--- src/rtl/isqrt_pipe.sv ---
// isqrt_pipe: fully pipelined integer square root with a valid/ready handshake.
// One root bit per stage (restoring digit recurrence), R = W/2 stages, one
// result per clock at full throughput. A single global stall freezes every
// rank while the output holds a result that downstream is not taking.
// Build option: define ISQRT_REM_EN to drive Rem from the final remainder.
// Without it, Rem is tied to 0 and the final remainder register is dropped.
module isqrt_pipe #(
  parameter  int W = 16,
  localparam int R = W / 2
) (
  input  logic         Clk,
  input  logic         Rst_n,
  input  logic         In_valid,
  output logic         In_ready,
  input  logic [W-1:0] X,
  output logic         Out_valid,
  input  logic         Out_ready,
  output logic [R-1:0] Root,
  output logic [R:0]   Rem,
  output logic [W-1:0] X_out
);

  // Rank buses are sized for the widest remainder; each stage registers only
  // the bits its remainder can actually reach, the rest are constant zero.
  localparam int RW = R + 2;
  localparam int TW = RW + 3;

  logic          stall;
  logic          v_w    [0:R];
  logic [R-1:0]  root_w [0:R];
  logic [RW-1:0] rem_w  [0:R];
  logic [W-1:0]  x_w    [0:R];

  logic          in_v_q;
  logic [W-1:0]  in_x_q;

  assign stall    = v_w[R] & ~Out_ready;
  assign In_ready = ~stall;

  // Rank 0 captures the accepted radicand; its partial root and remainder are zero.
  always_ff @(posedge Clk or negedge Rst_n) begin
    if (!Rst_n) begin
      in_v_q <= 1'b0;
      in_x_q <= '0;
    end else if (!stall) begin
      in_v_q <= In_valid & In_ready;
      in_x_q <= X;
    end
  end

  assign v_w[0]    = in_v_q;
  assign root_w[0] = '0;
  assign rem_w[0]  = '0;
  assign x_w[0]    = in_x_q;

  for (genvar s = 0; s < R; s++) begin : g_stage
    // After this stage the remainder is at most 2*root < 2^(s+2).
    localparam int SW = s + 2;

    logic [TW-1:0] shifted;
    logic [TW-1:0] trial;
    logic          ge;
    logic [R-1:0]  root_d;
    logic [SW-1:0] rem_d;
    logic          v_q;
    logic [R-1:0]  root_q;
    logic [W-1:0]  x_q;
    logic          unused_trial;

    // One restoring step: bring down two radicand bits, try subtracting 4*root+1.
    always_comb begin
      shifted = TW'({rem_w[s], x_w[s][W-1-2*s -: 2]});
      trial   = shifted - TW'({root_w[s], 2'b01});
      ge      = ~trial[TW-1];
      root_d  = {root_w[s][R-2:0], ge};
      rem_d   = ge ? trial[SW-1:0] : shifted[SW-1:0];
    end

    // High trial bits are zero whenever the trial is kept; only the sign matters.
    assign unused_trial = ^trial[TW-2:SW];

    // Valid, root and radicand copy advance together unless the output stalls.
    always_ff @(posedge Clk or negedge Rst_n) begin
      if (!Rst_n) begin
        v_q    <= 1'b0;
        root_q <= '0;
        x_q    <= '0;
      end else if (!stall) begin
        v_q    <= v_w[s];
        root_q <= root_d;
        x_q    <= x_w[s];
      end
    end

    assign v_w[s+1]    = v_q;
    assign root_w[s+1] = root_q;
    assign x_w[s+1]    = x_q;

    if (s < R - 1) begin : g_rem
      logic [SW-1:0] rem_q;

      // Intermediate remainder feeds the next stage's trial subtraction.
      always_ff @(posedge Clk or negedge Rst_n) begin
        if (!Rst_n) begin
          rem_q <= '0;
        end else if (!stall) begin
          rem_q <= rem_d;
        end
      end

      assign rem_w[s+1] = RW'(rem_q);
    end else begin : g_rem_last
`ifdef ISQRT_REM_EN
      logic [SW-1:0] rem_q;

      // Final remainder, X - Root^2, presented on Rem.
      always_ff @(posedge Clk or negedge Rst_n) begin
        if (!Rst_n) begin
          rem_q <= '0;
        end else if (!stall) begin
          rem_q <= rem_d;
        end
      end

      assign rem_w[s+1] = RW'(rem_q);
`else
      logic unused_rem;

      assign unused_rem = ^rem_d;
      assign rem_w[s+1] = '0;
`endif
    end
  end

  assign Out_valid = v_w[R];
  assign Root      = root_w[R];
  assign Rem       = rem_w[R][R:0];
  assign X_out     = x_w[R];

endmodule

--- config.mk ---
export PLATFORM = sky130hd
export DESIGN_NAME = isqrt_pipe
export DESIGN_NICKNAME = d
export VERILOG_FILES = /design/src/rtl/isqrt_pipe.sv
export SDC_FILE = /design/constraint.sdc
export NUM_CORES = 1
export LEC_CHECK = 0
export CAP_MARGIN = 30
export CORE_UTILIZATION = 54
export DETAILED_ROUTE_END_ITERATION = 16
export GPL_TIMING_DRIVEN = 0
export PLACE_DENSITY = 0.75
export SYNTH_ARGS = -nofsm -noshare
export SYNTH_HDL_FRONTEND = slang
export SYNTH_SLANG_ARGS = --single-unit
--- constraint.sdc ---
create_clock -name Clk -period 2.25 [get_ports Clk]
set_clock_uncertainty 0.1 [all_clocks]
set_input_delay 0.45 -clock Clk [delete_from_list [all_inputs] [get_ports Clk]]
set_output_delay 0.45 -clock Clk [all_outputs]
set_load 0.02 [all_outputs]
**Yosys cells after proc, flatten, opt, wreduce, memory -nomap -nowiden**

Index checks and enable logic that the tools add are counted.

- Output and inout port bits: 35
- Word-level logic and storage cells: 60
- Register bits after elaboration: 224
- Input bits: 20

- Multiplexer cells: 7
- Bitwise logic cells: 12
- $add $sub $neg: 8

Operators by type and width:

| kind | count |
|---|---|
| $sub 10x9->11 | 1 |
| $not 1->1 | 10 |
| $sub 9x8->10 | 1 |
| $sub 8x7->9 | 1 |
| $mux 8 | 1 |
| $sub 7x6->8 | 1 |
| $mux 7 | 1 |
| $sub 6x5->7 | 1 |
| $mux 6 | 1 |
| $sub 5x4->6 | 1 |
| $mux 5 | 1 |
| $sub 4x3->5 | 1 |
| $mux 4 | 1 |
| $mux 3 | 1 |
| $sub 2x1->3 const B | 1 |
| $and 1x1->1 | 2 |
| $mux 2 | 1 |

**Depth between registers and ports, before layout**

- Depth in word-level cells: 4
- Depth in mapped cells: 8
- Gate-level depth less buffers: 7

**Worst setup path after synthesis**

No wires, ideal clock.

- Path type: register to register
- Start: reg g_stage[5].root_q[4]
- End: reg g_stage[6].g_rem.rem_q[1]
- Path buffers: 1
- Library setup time: 125 ps
- Arrival time: 2,069 ps
- Clock period less this slack: 2,294 ps
- Path slack: -44 ps
- Cell stages (with the launch flop): 9
- Required time: 2,025 ps
- Cells stage by stage: dfrtp_1 -> inv_1 -> ha_1 -> buf_6 -> a21oi_4 -> nand2_2 -> a2111oi_4 -> mux2i_1 -> mux2_4

- Cells in the longest elaborated chain, start to end: 2

RTL lines:

| item | RTL line | text |
|---|---|---|
| start: declaration | 66 | `logic [R-1:0] root_q;` |
| start signal: assignment | 90 | `root_q <= root_d;` |
| $sub 9x8->10 | 73 | `trial = shifted - TW'({root_w[s], 2'b01});` |
| $mux 8 | 76 | `rem_d = ge ? trial[SW-1:0] : shifted[SW-1:0];` |
| end signal: assignment | 107 | `rem_q <= rem_d;` |
| end: declaration | 100 | `logic [SW-1:0] rem_q;` |

Every way passes these cells.
A chain may end at the register's enable or synchronous reset.

**Worst setup path after layout**

- Start: reg g_stage[4].root_q[0]
- End: reg g_stage[5].g_rem.rem_q[6]

- Cells in the longest elaborated chain, start to end: 2

RTL lines:

| item | RTL line |
|---|---|
| start: declaration | 66 |
| start signal: assignment | 90 |
| $sub 8x7->9 | 73 |
| $mux 7 | 76 |
| end signal: assignment | 107 |
| end: declaration | 100 |

Every way passes these cells.

==> reports/results.env <==
DIE_H_UM=136.7
REGAREA_UM2=5605
TRITONCTS_CLOCK_TREE='done'
PORT_BUFFERS=45
SYNTH_CELLS=1085
GRT_UTIL_MET2_PCT=40.69
DP_HPWL_MM=14.28
R2R.WORST_PATH.CELLS=7
HOLDPATHSTAGES=2
CTS_ROOT_BUFFER='clkbuf_16'
POWER_LEAKAGE_nW=5.782
FILLERS=1390
NETLIST.AREA_LEADER.SHARE_PCT=57.20
SETUP_VIOLATIONS=0
ASYNC_RESET_FF_SHARE_PCT=100.0
GRT_FIRST_PASS_WIRELENGTH_MM=34.62
ANT_NETS=0
LAYOUT-DRIVE-GT1-SHARE_PCT=7.718
ROUTE.DETAILED.DRC=0
DP_WORST_SETUP_SLACK_PS=-1208
FINAL_NET_COUNT=1232
GRT_SETUP_UNREPAIRED='true'
CLOCK_TREE.HTREE_LEVEL_COUNT=1
MAX_SLEW.WORST_PIN.SLEW_PS=764.9
NUMBER_OF_TOP_LEVEL_PINS=55
BUSIEST_LAYER='met2'
POWER.IR.VDD_WORST_mV=0.9926
CRITICAL_PATH_CLASS='reg -> reg'
SYNTH_ENABLE_FLOP_CELLS=0
SYNTH.TOP_CELLS.BY_AREA='dfrtp_1 (57%), nand2_1 (17%), ha_1 (4.3%)'
DESIGN.DIE.AREA_UM2=18690
SYNTH_SEQ_AREA_SHARE_PCT=57.20
MULTI_INPUT_AREA_UM2=3815
REQUIRED_PS=2550
ROUTABILITYCONGESTION=0.9005
FINAL.PERIOD_UTILIZATION_PCT=98.64
CLOCK_BUFFER_COUNT_FROM_CTS=24
FINAL.MIN_CLOCK_PERIOD_PS=2219
CTS_NUM_SINKS=224
VIAS_IN_THE_FIRST_GLOBAL_ROUTE=7086
ANTENNA_FOUND_INITIAL=0
TIMING.CRITICAL_PATH.TO_TYPE='register'
SYNTH.FF_LATCH_COUNT=224
TIMING_MAX_TRANSITION_VIOLATIONS_FINAL=0
GLOBAL_ROUTE_MET1_UTILIZATION_PCT=31.50
CP.ARRIVAL_PS=2520
UTILIZATION_PCT=66.10
GLOBAL_ROUTE_TRACK_USAGE_ON_MET3_PCT=3.185
TIMING.HOLD.WORST.CLASS='reg -> reg'
VIA_COUNT=7441
FIRSTDRTPASSITERS=5
DRT_ITER0_DRC=530
SYNTH_FLOP_CELL='dfrtp_1'
FLOW.AREA_GROWTH_FROM_SYNTHESIS_PCT=18.28
CLK_PIN_SLEW_PS=70
TIMING.FMAX_MHz=450.6
WORST_CASE_HEADROOM_TO_THE_MAX_SLEW_LIMIT_PCT=49.01
CAP_VIOLATIONS=0
ANT_DIODES=0
RUN_STATUS='finished, final reports clean'
BUFS_ON_LONGEST_CLOCK_PATH=3
LARGEST_NET_DEGREE_AT_THE_START_OF_GLOBAL_ROUTING=124
POWER.DENSITY_CELL_AREA_nW_PER_UM2=1654
FINALHOLDVIOLCOUNT=0
COUNT_OF_CELL_TYPES_IN_THE_NETLIST=53
POST-SYNTH-TOP-AREA-CELL='dfrtp_1'
GLOBAL_ROUTE.OVERFLOW_TOTAL=0
START_KIND='register'
FINAL_CELL_AREA_UM2=11590
TOTALWIRELENGTH_MM=20.96
CORE_REGION_AREA_UM2=17540
SETUP_SLACK_PS=30.55
DR_WL_CELL_UM=14.79
PLACED_CELL_AREA_UM2=10590
MAPPEDNETLISTAREA_UM2=9799
DIE_WIDTH_UM=136.7
FINAL-INSTANCE-COUNT-EXCL-FILL=1417
SYNTH.YOSYS.WARNINGS=0
WHS_PS=361.4
GRT_UTIL_ALL_LAYERS_PCT=23.57
DPL.CELL_COUNT=1364
FLOORPLAN.INITIALDENSITY_PCT=55.88
PATH_MAX_FANOUT=3
VIA_TO_CELL_RATIO=5.251
WORST_SKEW_PAIR.LATE_LATENCY_PS=510
FP-ROW-COUNT=48
SYNTHESIS.AREA_PER_INSTANCE_UM2=9.032
## report_power, final
group	switching (mW)	leakage (nW)	total (mW)	internal [mW]
Combinational	4.59	2.66	8.31	3.72
Sequential	1.08	2.73	6.97	5.89
Clock	1.54	0.395	3.89	2.35
Total	7.21	5.78	19.2	12.0
## flip-flops by register name, summed over array words and instances (netlist names)
register	flops
Out_valid	1
X_out	16
in_x_q	16
in_v_q	1
g_stage.v_q	7
g_stage.root_q	28
g_stage.g_rem.rem_q	35
Root	8
g_stage.x_q	112
## placed cells by master (no fill, tap or decap), types with 4 or more instances in the layout
cell type,Yosys,layout
o21ai_0,66,66
dfrtp_1,224,224
nor3_1,6,6
clkinv_2,0,4
buf_4,9,18
clkbuf_8,0,8
nor2_1,48,48
nand2_1,454,454
clkdlybuf4s50_1,0,43
clkbuf_16,0,26
a31oi_1,4,4
a211oi_1,4,4
nand3_1,5,5
xnor2_1,15,15
conb_1,1,9
o21a_1,12,12
clkbuf_1,46,41
mux2i_1,11,11
o21ai_1,4,4
inv_2,0,4
buf_6,1,7
buf_1,4,4
ha_1,34,31
a21oi_1,38,37
inv_1,45,41
## cells by family after synthesis
logic type / count (synthesis) / synth area share, %
xor gates and xnor gates: 17 / 1.519
and+or+nand+nor: 538 / 21.53
muxes: 13 / 1.392
other: 1 / 0.03827
buffers and inverters: 107 / 4.545
AOI/OAI and AO/OA: 151 / 9.436
adders and majority gates: 34 / 4.341
DFF: 224 / 57.20
## path summary, 6_finish.rpt
path | startpoint | endpoint | slack, ps
hold reg to reg | X_out[15] | X_out[15] | 360
setup reg to reg | g_stage[4].root_q[0] | g_stage[5].g_rem.rem_q[6] | 30
hold / removal | X_out[15] | X_out[15] | 360
max in group asynchronous | Rst_n | in_x_q[8] | 560
min in group asynchronous | Rst_n | Root[6] | 440
setup / recovery | g_stage[4].root_q[0] | g_stage[5].g_rem.rem_q[6] | 30
## per-layer routing
layer  share of wire, %  up-vias
li1                   -     3655
met1                 43     3578
met2                 50      170
met3                4.6       38
met4                2.1        0
met5                  0        -
## what timing repair did
action,CTS,global route
hold buffers,1,0
setup endpoints to repair,105,18
setup buffers,7,7
gates resized for setup,19,17
cloned,0,0
pin swaps,2,9
hold endpoints to repair,101,0
## synthesized netlist by cell type (all sizes together) (3+ instances only)
master    n
buf      16
dfrtp   224
nor2b     4
nand2   455
ha       34
nor3      6
o21a     12
a211oi    4
nand3     5
or4       3
o21ai    70
a21o      3
inv      45
a21oi    39
clkbuf   46
nand2b    4
or2       3
mux2i    11
a31oi     4
xnor2    15
nor2     48
## critical path, cell delays in order, from the launching register on
cell,delay (ps)
dfrtp_1,370
inv_2,80
ha_4,210
nor2b_1,140
o31a_1,370
o21a_1,200
or4_1,390
a32o_1,250
## stage by stage
stage	power [mW]	setup TNS (ps)
floorplan	12.55	0
global placement	14.39	-2034510
detailed placement	14.72	-81920
CTS	18.91	0
global route	20.62	-161.8
finish	19.17	0
## cell type report
type,instances,share of cell area [%]
buffer,60,2.709
clock buffer,34,6.293
clock inverter,6,0.5073
inverter,45,1.457
multi-input combinational,762,32.91
sequential,224,48.36
tap,225,2.429
timing repair buffer,61,5.332
No activity file was read; power rests on OpenSTA's default activity.
